<file path="src/rtl/hkspi_pkg.sv">
// Shared types for the housekeeping SPI slave.
// Command mode codes, FSM states and count-field width.
package hkspi_pkg;

  localparam int CNT_W = 3;

  typedef enum logic [1:0] {
    MODE_NOP = 2'b00,
    MODE_RD  = 2'b01,
    MODE_WR  = 2'b10,
    MODE_RW  = 2'b11
  } mode_e;

  typedef enum logic [2:0] {
    IDLE,
    CMD,
    ADDR,
    DATA,
    DONE
  } state_e;

endpackage

</file>
<file path="src/rtl/hkspi_sync.sv">
// Pad-input synchronizer with edge detection on the synchronized value.
// RST_VAL sets the idle level the chain assumes during reset.
module hkspi_sync #(
  parameter int   SYNC_STAGES = 2,
  parameter logic RST_VAL     = 1'b0
) (
  input  logic clock,
  input  logic resetb,
  input  logic din,
  output logic q,
  output logic rise,
  output logic fall
);

  logic [SYNC_STAGES-1:0] chain;
  logic                   prev;

  always_ff @(posedge clock or negedge resetb) begin
    if (!resetb) begin
      chain <= {SYNC_STAGES{RST_VAL}};
      prev  <= RST_VAL;
    end else begin
      chain <= (chain << 1) | SYNC_STAGES'(din);
      prev  <= chain[SYNC_STAGES-1];
    end
  end

  assign q    = chain[SYNC_STAGES-1];
  assign rise = q & ~prev;
  assign fall = ~q & prev;

endmodule

</file>
<file path="src/rtl/hkspi_slave.sv">
// Housekeeping SPI slave: cmd/addr/data byte stream to a
// register bus, oversampled in the system clock domain.
module hkspi_slave
  import hkspi_pkg::*;
#(
  parameter int SYNC_STAGES = 2
) (
  input  logic       clock,
  input  logic       resetb,
  input  logic       sck,
  input  logic       csb,
  input  logic       sdi,
  output logic       sdo,
  output logic       sdo_oe,
  output logic [7:0] reg_addr,
  output logic [7:0] reg_wdata,
  output logic       reg_wr,
  output logic       reg_rd,
  input  logic [7:0] reg_rdata
);

  logic sck_q, sck_rise, sck_fall;
  logic csb_q, csb_rise, csb_fall;
  logic sdi_q, sdi_rise, sdi_fall;

  hkspi_sync #(.SYNC_STAGES(SYNC_STAGES), .RST_VAL(1'b0)) u_sck (
    .clock(clock), .resetb(resetb), .din(sck),
    .q(sck_q), .rise(sck_rise), .fall(sck_fall)
  );

  hkspi_sync #(.SYNC_STAGES(SYNC_STAGES), .RST_VAL(1'b1)) u_csb (
    .clock(clock), .resetb(resetb), .din(csb),
    .q(csb_q), .rise(csb_rise), .fall(csb_fall)
  );

  hkspi_sync #(.SYNC_STAGES(SYNC_STAGES), .RST_VAL(1'b0)) u_sdi (
    .clock(clock), .resetb(resetb), .din(sdi),
    .q(sdi_q), .rise(sdi_rise), .fall(sdi_fall)
  );

  logic unused_sync;
  assign unused_sync = ^{sck_q, csb_rise, sdi_rise, sdi_fall};

  state_e           state;
  mode_e            mode;
  logic [CNT_W-1:0] nbytes;
  logic [CNT_W-1:0] byte_cnt;
  logic [2:0]       bit_cnt;
  logic [7:0]       shreg;
  logic [7:0]       tx;
  logic             first;
  logic             inc_pend;
  logic             rd_pend;
  logic             cap;
  logic             armed;
  logic [SYNC_STAGES:0] flush;

  logic [7:0] byte_in;
  logic       byte_done;
  logic       shifting;
  logic       last_byte;

  assign byte_in   = {shreg[6:0], sdi_q};
  assign shifting  = (state == CMD) || (state == ADDR) || (state == DATA);
  assign byte_done = sck_rise && shifting && (bit_cnt == 3'd7);
  assign last_byte = (nbytes != '0) &&
                     (CNT_W'(byte_cnt + 1'b1) == nbytes);

  always_ff @(posedge clock or negedge resetb) begin
    if (!resetb) begin
      state     <= IDLE;
      mode      <= MODE_NOP;
      nbytes    <= '0;
      byte_cnt  <= '0;
      bit_cnt   <= '0;
      shreg     <= '0;
      tx        <= '0;
      first     <= 1'b0;
      inc_pend  <= 1'b0;
      rd_pend   <= 1'b0;
      cap       <= 1'b0;
      armed     <= 1'b0;
      flush     <= '0;
      sdo       <= 1'b0;
      sdo_oe    <= 1'b0;
      reg_addr  <= '0;
      reg_wdata <= '0;
      reg_wr    <= 1'b0;
      reg_rd    <= 1'b0;
    end else begin
      reg_wr <= 1'b0;
      reg_rd <= 1'b0;
      flush  <= {flush[SYNC_STAGES-1:0], 1'b1};
      // only trust csb high once the reset values have left the chain
      if (csb_q && flush[SYNC_STAGES])
        armed <= 1'b1;
      if (csb_q) begin
        state    <= IDLE;
        sdo      <= 1'b0;
        sdo_oe   <= 1'b0;
        first    <= 1'b0;
        inc_pend <= 1'b0;
        rd_pend  <= 1'b0;
        cap      <= 1'b0;
      end else begin
        cap <= reg_rd;
        if (cap) begin
          tx     <= reg_rdata;
          sdo_oe <= 1'b1;
          first  <= 1'b1;
        end
        if (inc_pend) begin
          reg_addr <= reg_addr + 8'd1;
          rd_pend  <= mode[0];
          inc_pend <= 1'b0;
        end
        if (rd_pend) begin
          reg_rd  <= 1'b1;
          rd_pend <= 1'b0;
        end
        if (sck_rise && shifting) begin
          shreg   <= byte_in;
          bit_cnt <= bit_cnt + 3'd1;
        end
        unique case (state)
          IDLE: begin
            if (armed && csb_fall) begin
              state   <= CMD;
              bit_cnt <= '0;
            end
          end
          CMD: begin
            if (byte_done) begin
              mode   <= mode_e'(byte_in[7:6]);
              nbytes <= byte_in[5:3];
              state  <= (byte_in[7:6] == MODE_NOP) ? DONE : ADDR;
            end
          end
          ADDR: begin
            if (byte_done) begin
              reg_addr <= byte_in;
              byte_cnt <= '0;
              rd_pend  <= mode[0];
              state    <= DATA;
            end
          end
          DATA: begin
            if (byte_done) begin
              if (mode[1]) begin
                reg_wr    <= 1'b1;
                reg_wdata <= byte_in;
              end
              byte_cnt <= CNT_W'(byte_cnt + 1'b1);
              if (last_byte) state <= DONE;
              else inc_pend <= 1'b1;
            end
            if (sck_fall && sdo_oe) begin
              sdo   <= first ? tx[7] : tx[6];
              first <= 1'b0;
              if (!first) tx <= tx << 1;
            end
          end
          DONE: sdo <= 1'b0;
          default: state <= IDLE;
        endcase
      end
    end
  end

endmodule

</file>
<file path="config.mk">
export PLATFORM = sky130hd
export DESIGN_NAME = hkspi_slave
export DESIGN_NICKNAME = d
export VERILOG_FILES = /design/src/rtl/hkspi_pkg.sv /design/src/rtl/hkspi_sync.sv /design/src/rtl/hkspi_slave.sv
export SDC_FILE = /design/constraint.sdc
export NUM_CORES = 1
export LEC_CHECK = 0
export BUFFER_PORTS_ARGS = -buffer_cell sky130_fd_sc_hd__buf_4
export CORE_MARGIN = 8
export CORE_UTILIZATION = 52
export DETAILED_ROUTE_END_ITERATION = 6
export MAX_ROUTING_LAYER = met4
export PLACE_DENSITY = 0.82
export SYNTH_ARGS = -nofsm -noshare
export SYNTH_HDL_FRONTEND = slang
export SYNTH_HIERARCHICAL = 1
export SYNTH_SLANG_ARGS = --single-unit
export TNS_END_PERCENT = 50
</file>
<file path="constraint.sdc">
create_clock -name clock -period 1.99 [get_ports clock]
set_clock_uncertainty 0.15 [all_clocks]
set_input_delay 0.0995 -clock clock [delete_from_list [all_inputs] [get_ports clock]]
set_output_delay 0.0995 -clock clock [all_outputs]
set_load 0.02 [all_outputs]
</file>
Yosys cells after proc, flatten, opt, wreduce, memory -nomap -nowiden
Cells that the tools add are included.
{ "classes": {"muxes": 47, "n_addsub": 3, "n_reduce_logical": 20, "bitwise": 9, "n_eq_ne": 15} }
{ "op_table": {"columns": ["op", "count"], "rows": [
  ["$mux 8", 7],
  ["$mux 3", 12],
  ["$mux 1", 25],
  ["$ne 3x2->1 const B", 5],
  ["$pmux 3 s5", 1],
  ["$add 8x1->8 const B", 1],
  ["$reduce_and 4->1", 2],
  ["$add 3x1->3 const B", 2],
  ["$eq 3x2->1 const B", 2],
  ["$eq 3x3->1 const B", 2],
  ["$logic_and 1x1->1", 6],
  ["$or 2x1->2", 3],
  ["$pmux 3 s2", 1],
  ["$reduce_and 6->1", 1],
  ["$reduce_bool 3->1", 2],
  ["$ne 2x2->1 const B", 2],
  ["$reduce_and 2->1", 2],
  ["$reduce_bool 2->1", 2],
  ["$and 1x1->1", 3],
  ["$eq 3x1->1 const B", 1],
  ["$eq 3x3->1", 1],
  ["$logic_not 3->1", 1],
  ["$ne 3x1->1 const B", 1],
  ["$not 1->1", 3],
  ["other kinds (5)", 6]
]} }
{ "word_totals": {"word_cells": 118, "inputBits": 13, "out_inout_bits": 20, "reg_bits": 65} }

Depth between registers and ports, before layout
Gate-level depths: netlist of the first run.
{ "depth": {"depth_word": 8, "mapped_depth": 7, "ltp_nobuf": 6} }

By module
Netlist of the first run, hierarchy kept.
{ "modules_own_cells": {"columns": ["module", "instances", "area_per_inst_um2", "seq_area_each_um2", "cells_each"], "rows": [
  ["hkspi_slave", 1, 2667.6, 1426.4, 231],
  ["hkspi_sync (u_sck ...)", 2, 90.1, 75.1, 5],
  ["hkspi_sync (u_csb)", 1, 93.8, 78.8, 5]
]} }

Worst setup path before layout of the first run
Ideal clock, no wire load.
{ "synth_path": {"path_type": "register -> register", "from": "register bit_cnt[0]", "to": "register reg_addr[2]", "stages_incl_launch_ff": 8, "setup_time_ns": 0.121, "required_time_ns": 1.719, "path_buffers": 1, "arrival_ns": 1.798, "setup_slack_ns": -0.079, "cell_sequence": "dfrtp_1 ha_1 ha_1 nand2_1 or3_1 buf_2 mux2_1 o22a_1"} }
{ "synth_between": {"elab_chain_cells": 4} }
{ "synth_lines": {"columns": ["element", "line", "rtl"], "rows": [
  ["start, declared", "hkspi_slave.sv:48", "logic [2:0] bit_cnt;"],
  ["start signal, assigned", "hkspi_slave.sv:123", "bit_cnt <= bit_cnt + 3'd1;"],
  ["$eq 3x3->1", "hkspi_slave.sv:65", "assign byte_done = sck_rise && shifting && (bit_cnt == 3'd7);"],
  ["$logic_and 1x1->1", "hkspi_slave.sv:65", null],
  ["$mux 8", "hkspi_slave.sv:140", "if (byte_done) begin"],
  ["$mux 8", "hkspi_slave.sv:125", "unique case (state)"],
  ["end signal, assigned", "hkspi_slave.sv:113", "reg_addr <= reg_addr + 8'd1;"],
  ["end signal, assigned", "hkspi_slave.sv:141", "reg_addr <= byte_in;"],
  ["end, declared", "hkspi_slave.sv:15", "output logic [7:0] reg_addr,"]
]} }
No other way between the ends.
A chain may end at the register's enable or synchronous reset.

Final worst setup path of the first run
{ "layout_path": {"from": "register bit_cnt[0]", "to": "register nbytes[0]"} }
{ "layout_between": {"elab_chain_cells": 3} }
{ "layout_lines": {"columns": ["element", "line", "rtl"], "rows": [
  ["$eq 3x3->1", "hkspi_slave.sv:65", null],
  ["$logic_and 1x1->1", "hkspi_slave.sv:65", null],
  ["$reduce_and 3->1 (no line)", null, null],
  ["end signal, assigned", "hkspi_slave.sv:135", "nbytes <= byte_in[5:3];"],
  ["end, declared", "hkspi_slave.sv:46", "logic [CNT_W-1:0] nbytes;"]
]} }
No other way between the ends.

==> results.sh, run 1 <==
export IMPL_outcome="finished, final reports clean"
export IMPL_p_leak_nw=1.840
export IMPL_viasPerCell=5.616
export IMPL_min_path_type="flop to flop"
export IMPL_cts_tree="built"
export IMPL_cts_buffer_depth=2
export IMPL_die_w_um=90.62
export IMPL_path_clk_slew_ns=0.07
export IMPL_switchingPower_w=0.0007557
export IMPL_drt_iter0_drc=201
export IMPL_critPathLaunch="bit_cnt[0]"
export IMPL_rsz0062_at_grt="true"
export IMPL_syn_area_mm2=0.002895
export IMPL_p_comb_frac=0.146
export IMPL_grt_pass1_wl_mm=10.70
export IMPL_antenna_found_initial=0
export IMPL_row_count=27
export IMPL_cts_buffers=9
export IMPL_multi_input_area_mm2=0.001210
export IMPL_power_density_mw_per_mm2=787.3
export IMPL_synth_cells=242
export IMPL_dp_hpwl_mm=4.293
export IMPL_overflow=0
export IMPL_switching_share=0.2604
export IMPL_ir_drop_v=0.0005806
export IMPL_pre_cts_slack_ns=0.01435
export IMPL_pwr_share_seq=0.515
export IMPL_vias=2162
export IMPL_root_buffer="clkbuf_8"
export IMPL_diodes=0
export IMPL_total_power_w=0.002902
export IMPL_drc_errors=0
export IMPL_nNetsFinal=325
export IMPL_grt_pass1_vias=2227
export IMPL_area_growth_pct=27.31
export IMPL_relSlewSlack=0.4841
export IMPL_grt_max_degree=66
export IMPL_first_pass_iters=6
export IMPL_grt_usage=0.1669
export IMPL_drive_gt1_frac=0.3482
export IMPL_min_period_ns=1.966
export IMPL_start_kind="flop"
export IMPL_drv_slew=0
export IMPL_critPathCaptureType="flop"
export IMPL_p_int_w=0.002146
export IMPL_chipHeight_um=90.62
export IMPL_core_area_mm2=0.005439
export IMPL_ios=33
export IMPL_clock_latency_ns=0.34
export IMPL_final_seq_area_mm2=0.001630
export IMPL_n_fill_cell=368
export IMPL_htreeDepth=3
export IMPL_min_path_cells=0
export IMPL_cp_max_fo=5
export IMPL_critPathKind="flop to flop"
export IMPL_ant_nets=0
export IMPL_period_share=0.9878
export IMPL_routedWlPerCell_um=16.33
export IMPL_avgSynthCellArea_um2=11.96
export IMPL_hold_viol_final=0
export IMPL_drt_total_wl_mm=6.286
export IMPL_synth_fp_nets=259
export IMPL_ff2ff_path_depth=6
export IMPL_start_util=0.5323
export IMPL_drv_cap=0
export IMPL_clock_sinks=65
export IMPL_final_setup_viol_count=0
export IMPL_worst_slack_ns=0.02423
export IMPL_crit_path_end="nbytes[0]"
export IMPL_worst_ep_required_time_ns=2.06
export IMPL_gp_congestion=0.9140
export IMPL_die_area_mm2=0.008211
export IMPL_r2r_start="bit_cnt[0]"
export IMPL_r2r_setup_slack_ns=0.02
export IMPL_io_buffers=32
export IMPL_p_clk_frac=0.340
export IMPL_timing_rr_end="nbytes[0]"
export IMPL_tightestPinTransition_ns=0.7739
export IMPL_crit_arrival_ns=2.04
export IMPL_synth_warnings=6
export IMPL_max_freq_mhz=508.7
[cell usage in the layout (no fill, tap or decap), drive strengths merged, types with 6 or more instances in the layout]
master,n
nor2,17
a21oi,7
dlygate4sd3,12
inv,12
o22ai,8
dfrtp,62
clkbuf,13
a2bb2oi,6
mux2,22
buf,55
mux2i,10
nand2,10
nor3,6
[power by group through the flow]
stage                     clock [W]  sequential, W  combinational, W
final                      0.000986        0.00149          0.000423
after global routing        0.00106        0.00150          0.000473
after CTS                   0.00101        0.00149          0.000399
after detailed placement          0        0.00151          0.000378
after global placement            0        0.00151          0.000365
after floorplan                   0        0.00147          0.000227
[area by class of cell]
class | instances | area share
multi-input cells | 153 | 0.3282
flip-flops and latches | 65 | 0.4423
well taps | 72 | 0.02444
clock buffers | 13 | 0.04311
clock inverters | 3 | 0.004073
inverters | 12 | 0.01222
repair buffers | 67 | 0.1456
[repair_timing]
item,CTS,global route
resized for setup,1,9
hold endpoints to repair,73,0
hold buffers,12,0
pin swaps,0,2
setup endpoints to repair,1,30
buffers inserted,0,2
[stage by stage]
step	setup TNS, ns	util	instances	hold WS, ns	area (um2)
3_3_place_gp	0	0.6126	355	0.05977	3332
6_report	0	0.6777	385	0.2027	3686
2_1_floorplan	0	-	242	-0.3461	2907
4_1_cts	0	0.6671	383	0.2028	3628
5_1_grt	-0.3196	0.6777	385	0.2096	3686
3_5_place_dp	0	0.6126	355	0.06026	3332
[worst min path at each step]
| stage | start | endpoint | slack, ns |
|---|---|---|---|
| after global routing | u_csb/chain[0] | u_csb/chain[1] | 0.21 |
| after CTS | u_sdi/chain[0] | u_sdi/chain[1] | 0.20 |
| after global placement | csb | u_csb/chain[0] | 0.06 |
| after detailed placement | csb | u_csb/chain[0] | 0.06 |
| final | u_sdi/chain[0] | u_sdi/chain[1] | 0.20 |
| after floorplan | resetb | armed | -0.35 |
[worst max-delay path, cell delays in order, from the launching register on]
cell and delay (ns):
dfrtp_1 0.36, ha_2 0.20, ha_4 0.14, buf_6 0.09, inv_1 0.03, or4_4 0.57
mux2_4 0.32
[flip-flops by register name, summed over array words and instances, names as in the netlist, 2 cells and up]
signal       count
state            3
reg_wdata        8
shreg            7
u_sdi/chain      2
nbytes           3
u_csb/chain      2
tx               8
bit_cnt          3
byte_cnt         3
flush            3
u_sck/chain      2
reg_addr         8
mode             2
[routing by layer]
layer / GRT usage / up-vias / wire (um)
li1: - / 1010 / -
met4: 0.09154 / 0 / 153
met2: 0.2607 / 53 / 3018
met3: 0.03990 / 17 / 269
met1: 0.1945 / 1082 / 2844
met5: - / - / 0
Note: power is estimated with default switching activity, not from simulation.
==> inputs of run 2 (changes only) <==
--- a/config.mk
+++ b/config.mk
@@ -9,6 +9,7 @@
 export CORE_MARGIN = 8
 export CORE_UTILIZATION = 52
 export DETAILED_ROUTE_END_ITERATION = 6
+export GPL_TIMING_DRIVEN = 0
 export MAX_ROUTING_LAYER = met4
 export PLACE_DENSITY = 0.82
 export SYNTH_ARGS = -nofsm -noshare
==> run 2 against run 1 <==
Against the previous run: clock-buffer cell count shrank 2; die area is the same; flip-flop and latch count unchanged; critical path type unchanged; worst hold slack improved by 0.0014 ns; combinational power decreased by 12%; critical path depth did not move; final area is 0.61% higher; worst setup slack improved by 0.0099 ns.
==> results.sh, run 2 (synthesis results as in run 1) <==
export IMPL_outcome="finished, final reports clean"
export IMPL_p_comb_frac=0.126
export IMPL_relSlewSlack=0.4685
export IMPL_diodes=0
export IMPL_drt_total_wl_mm=6.420
export IMPL_path_cells="ha_2 > ha_4 > nand2_4 > or3_4 > mux2_4 > o22a_1"
export IMPL_first_pass_iters=4
export IMPL_max_stage_delay_ns=0.40
export IMPL_p_clk_frac=0.374
export IMPL_critPathCaptureType="flop"
export IMPL_clock_sinks=65
export IMPL_p_int_w=0.002191
export IMPL_io_buffers=32
export IMPL_ios=33
export IMPL_worst_hold_slack_ns=0.2040
export IMPL_core_area_mm2=0.005439
export IMPL_viasPerCell=5.633
export IMPL_area_growth_pct=28.09
export IMPL_worst_slack_ns=0.03413
export IMPL_min_path_type="flop to flop"
export IMPL_reg_top3="reg_addr: 8 flops, reg_wdata: 8 flops, tx: 8 flops"
export IMPL_grt_max_degree=66
export IMPL_fin_cells=379
export IMPL_n_fill_cell=378
export IMPL_final_setup_viol_count=0
export IMPL_cp_top_family="simple AND/OR/NAND/NOR gates"
export IMPL_drt_iter0_drc=122
export IMPL_antenna_found_initial=0
export IMPL_critPathKind="flop to flop"
export IMPL_worst_path_buf_inv=0
export IMPL_ant_nets=0
export IMPL_die_w_um=90.62
export IMPL_min_period_ns=1.956
export IMPL_drive_gt1_frac=0.3518
export IMPL_final_common_cell="dfrtp_1"
export IMPL_nNetsFinal=319
export IMPL_place_inst=346
export IMPL_rsz0062_at_grt="true"
export IMPL_drv_slew=0
export IMPL_slowest_stage="or3_4"
export IMPL_r2r_start="bit_cnt[0]"
export IMPL_cp_max_fo=7
export IMPL_cts_buffer_depth=2
export IMPL_overflow=0
export IMPL_switchingPower_w=0.0007668
export IMPL_mostFrequentLayoutCells="62 x dfrtp_1, 41 x buf_4, 16 x mux2_2"
export IMPL_vias=2135
export IMPL_drc_errors=0
export IMPL_routedWlPerCell_um=16.94
export IMPL_ir_drop_v=0.0005256
export IMPL_cts_tree="built"
export IMPL_clock_latency_ns=0.34
export IMPL_row_count=27
export IMPL_gp_congestion=0.8500
export IMPL_pwr_share_seq=0.500
export IMPL_utilization=0.6819
export IMPL_root_buffer="clkbuf_8"
export IMPL_hold_viol_final=0
export IMPL_path_clk_slew_ns=0.07
export IMPL_max_freq_mhz=511.3
export IMPL_min_from="u_sck/chain[0]"
export IMPL_start_util=0.5323
export IMPL_period_share=0.9828
export IMPL_power_density_mw_per_mm2=797.6
export IMPL_critPathLaunch="bit_cnt[0]"
export IMPL_cts_buffers=9
export IMPL_switching_share=0.2593
export IMPL_drv_cap=0
export IMPL_grt_usage=0.1640
export IMPL_worst_ep_required_time_ns=2.07
export IMPL_setup_tns_ns=0
export IMPL_grt_pass1_vias=2183
export IMPL_start_kind="flop"
export IMPL_grt_pass1_wl_mm=10.58
export IMPL_crit_arrival_ns=2.04
export IMPL_p_leak_nw=1.841
export IMPL_tightestPinTransition_ns=0.7973
export IMPL_htreeDepth=3
export IMPL_chipHeight_um=90.62
export IMPL_pre_cts_slack_ns=-0.3729
export IMPL_dp_hpwl_mm=4.099
export IMPL_die_area_mm2=0.008211
## run 2: cell types whose count changed in the layout (fill, tap and decap cells not counted), moves of 2 or more
cell / previous run / this run
buf_2: 0 / 3
buf_4: 54 / 41
clkinvlp_4: 0 / 2
nor3_2: 2 / 0
## run 2: through the flow
stage,area [um2],total power (W)
after global routing,3709,0.003069
final,3709,0.002958
after detailed placement,3237,0.001811
after CTS,3631,0.002959
after global placement,3237,0.001799
after floorplan,2907,0.001698
## run 2: per-layer routing
layer,GRT usage,vias up,wire length (um)
met5,-,-,0
met4,0.07767,0,138
met3,0.03741,14,267
met2,0.2558,55,3220
met1,0.1970,1069,2794
li1,-,997,-
## run 2: worst paths after layout
kind	slack (ns)	depth (start not counted)	endpoint
min reg2reg	0.20	0	u_sck/chain[1]
max in group asynchronous	0.93	2	cap
max reg2reg	0.03	6	reg_addr[2]
min	0.20	0	u_sck/chain[1]
max	0.03	6	reg_addr[2]
min in group asynchronous	0.24	2	bit_cnt[0]
## run 2: what timing repair did
action | in CTS | in global routing
setup buffers | 3 | 5
resized for setup | 12 | 14
endpoints found under the hold margin | 73 | 0
setup endpoints to repair | 42 | 30
hold buffers | 12 | 0
pin swaps | 4 | 3
## run 2: power groups by stage
stage / Combinational (W) / Clock, W / Sequential, W
after global placement: 0.000309 / 0 / 0.00149
after global routing: 0.000410 / 0.00117 / 0.00149
after CTS: 0.000365 / 0.00112 / 0.00147
after detailed placement: 0.000318 / 0 / 0.00149
final: 0.000374 / 0.00111 / 0.00148
after floorplan: 0.000227 / 0 / 0.00147
## run 2: layout make-up
| type | count | area (um2) | area share |
|---|---|---|---|
| tap | 72 | 90.09 | 0.02429 |
| inverter | 12 | 45.04 | 0.01215 |
| sequential | 65 | 1630 | 0.4396 |
| clock inverter | 5 | 55.05 | 0.01484 |
| timing repair buffer | 52 | 432.9 | 0.1167 |
| buffer | 9 | 61.31 | 0.01653 |
| clock buffer | 11 | 141.4 | 0.03812 |
| multi-input combinational | 153 | 1252 | 0.3377 |
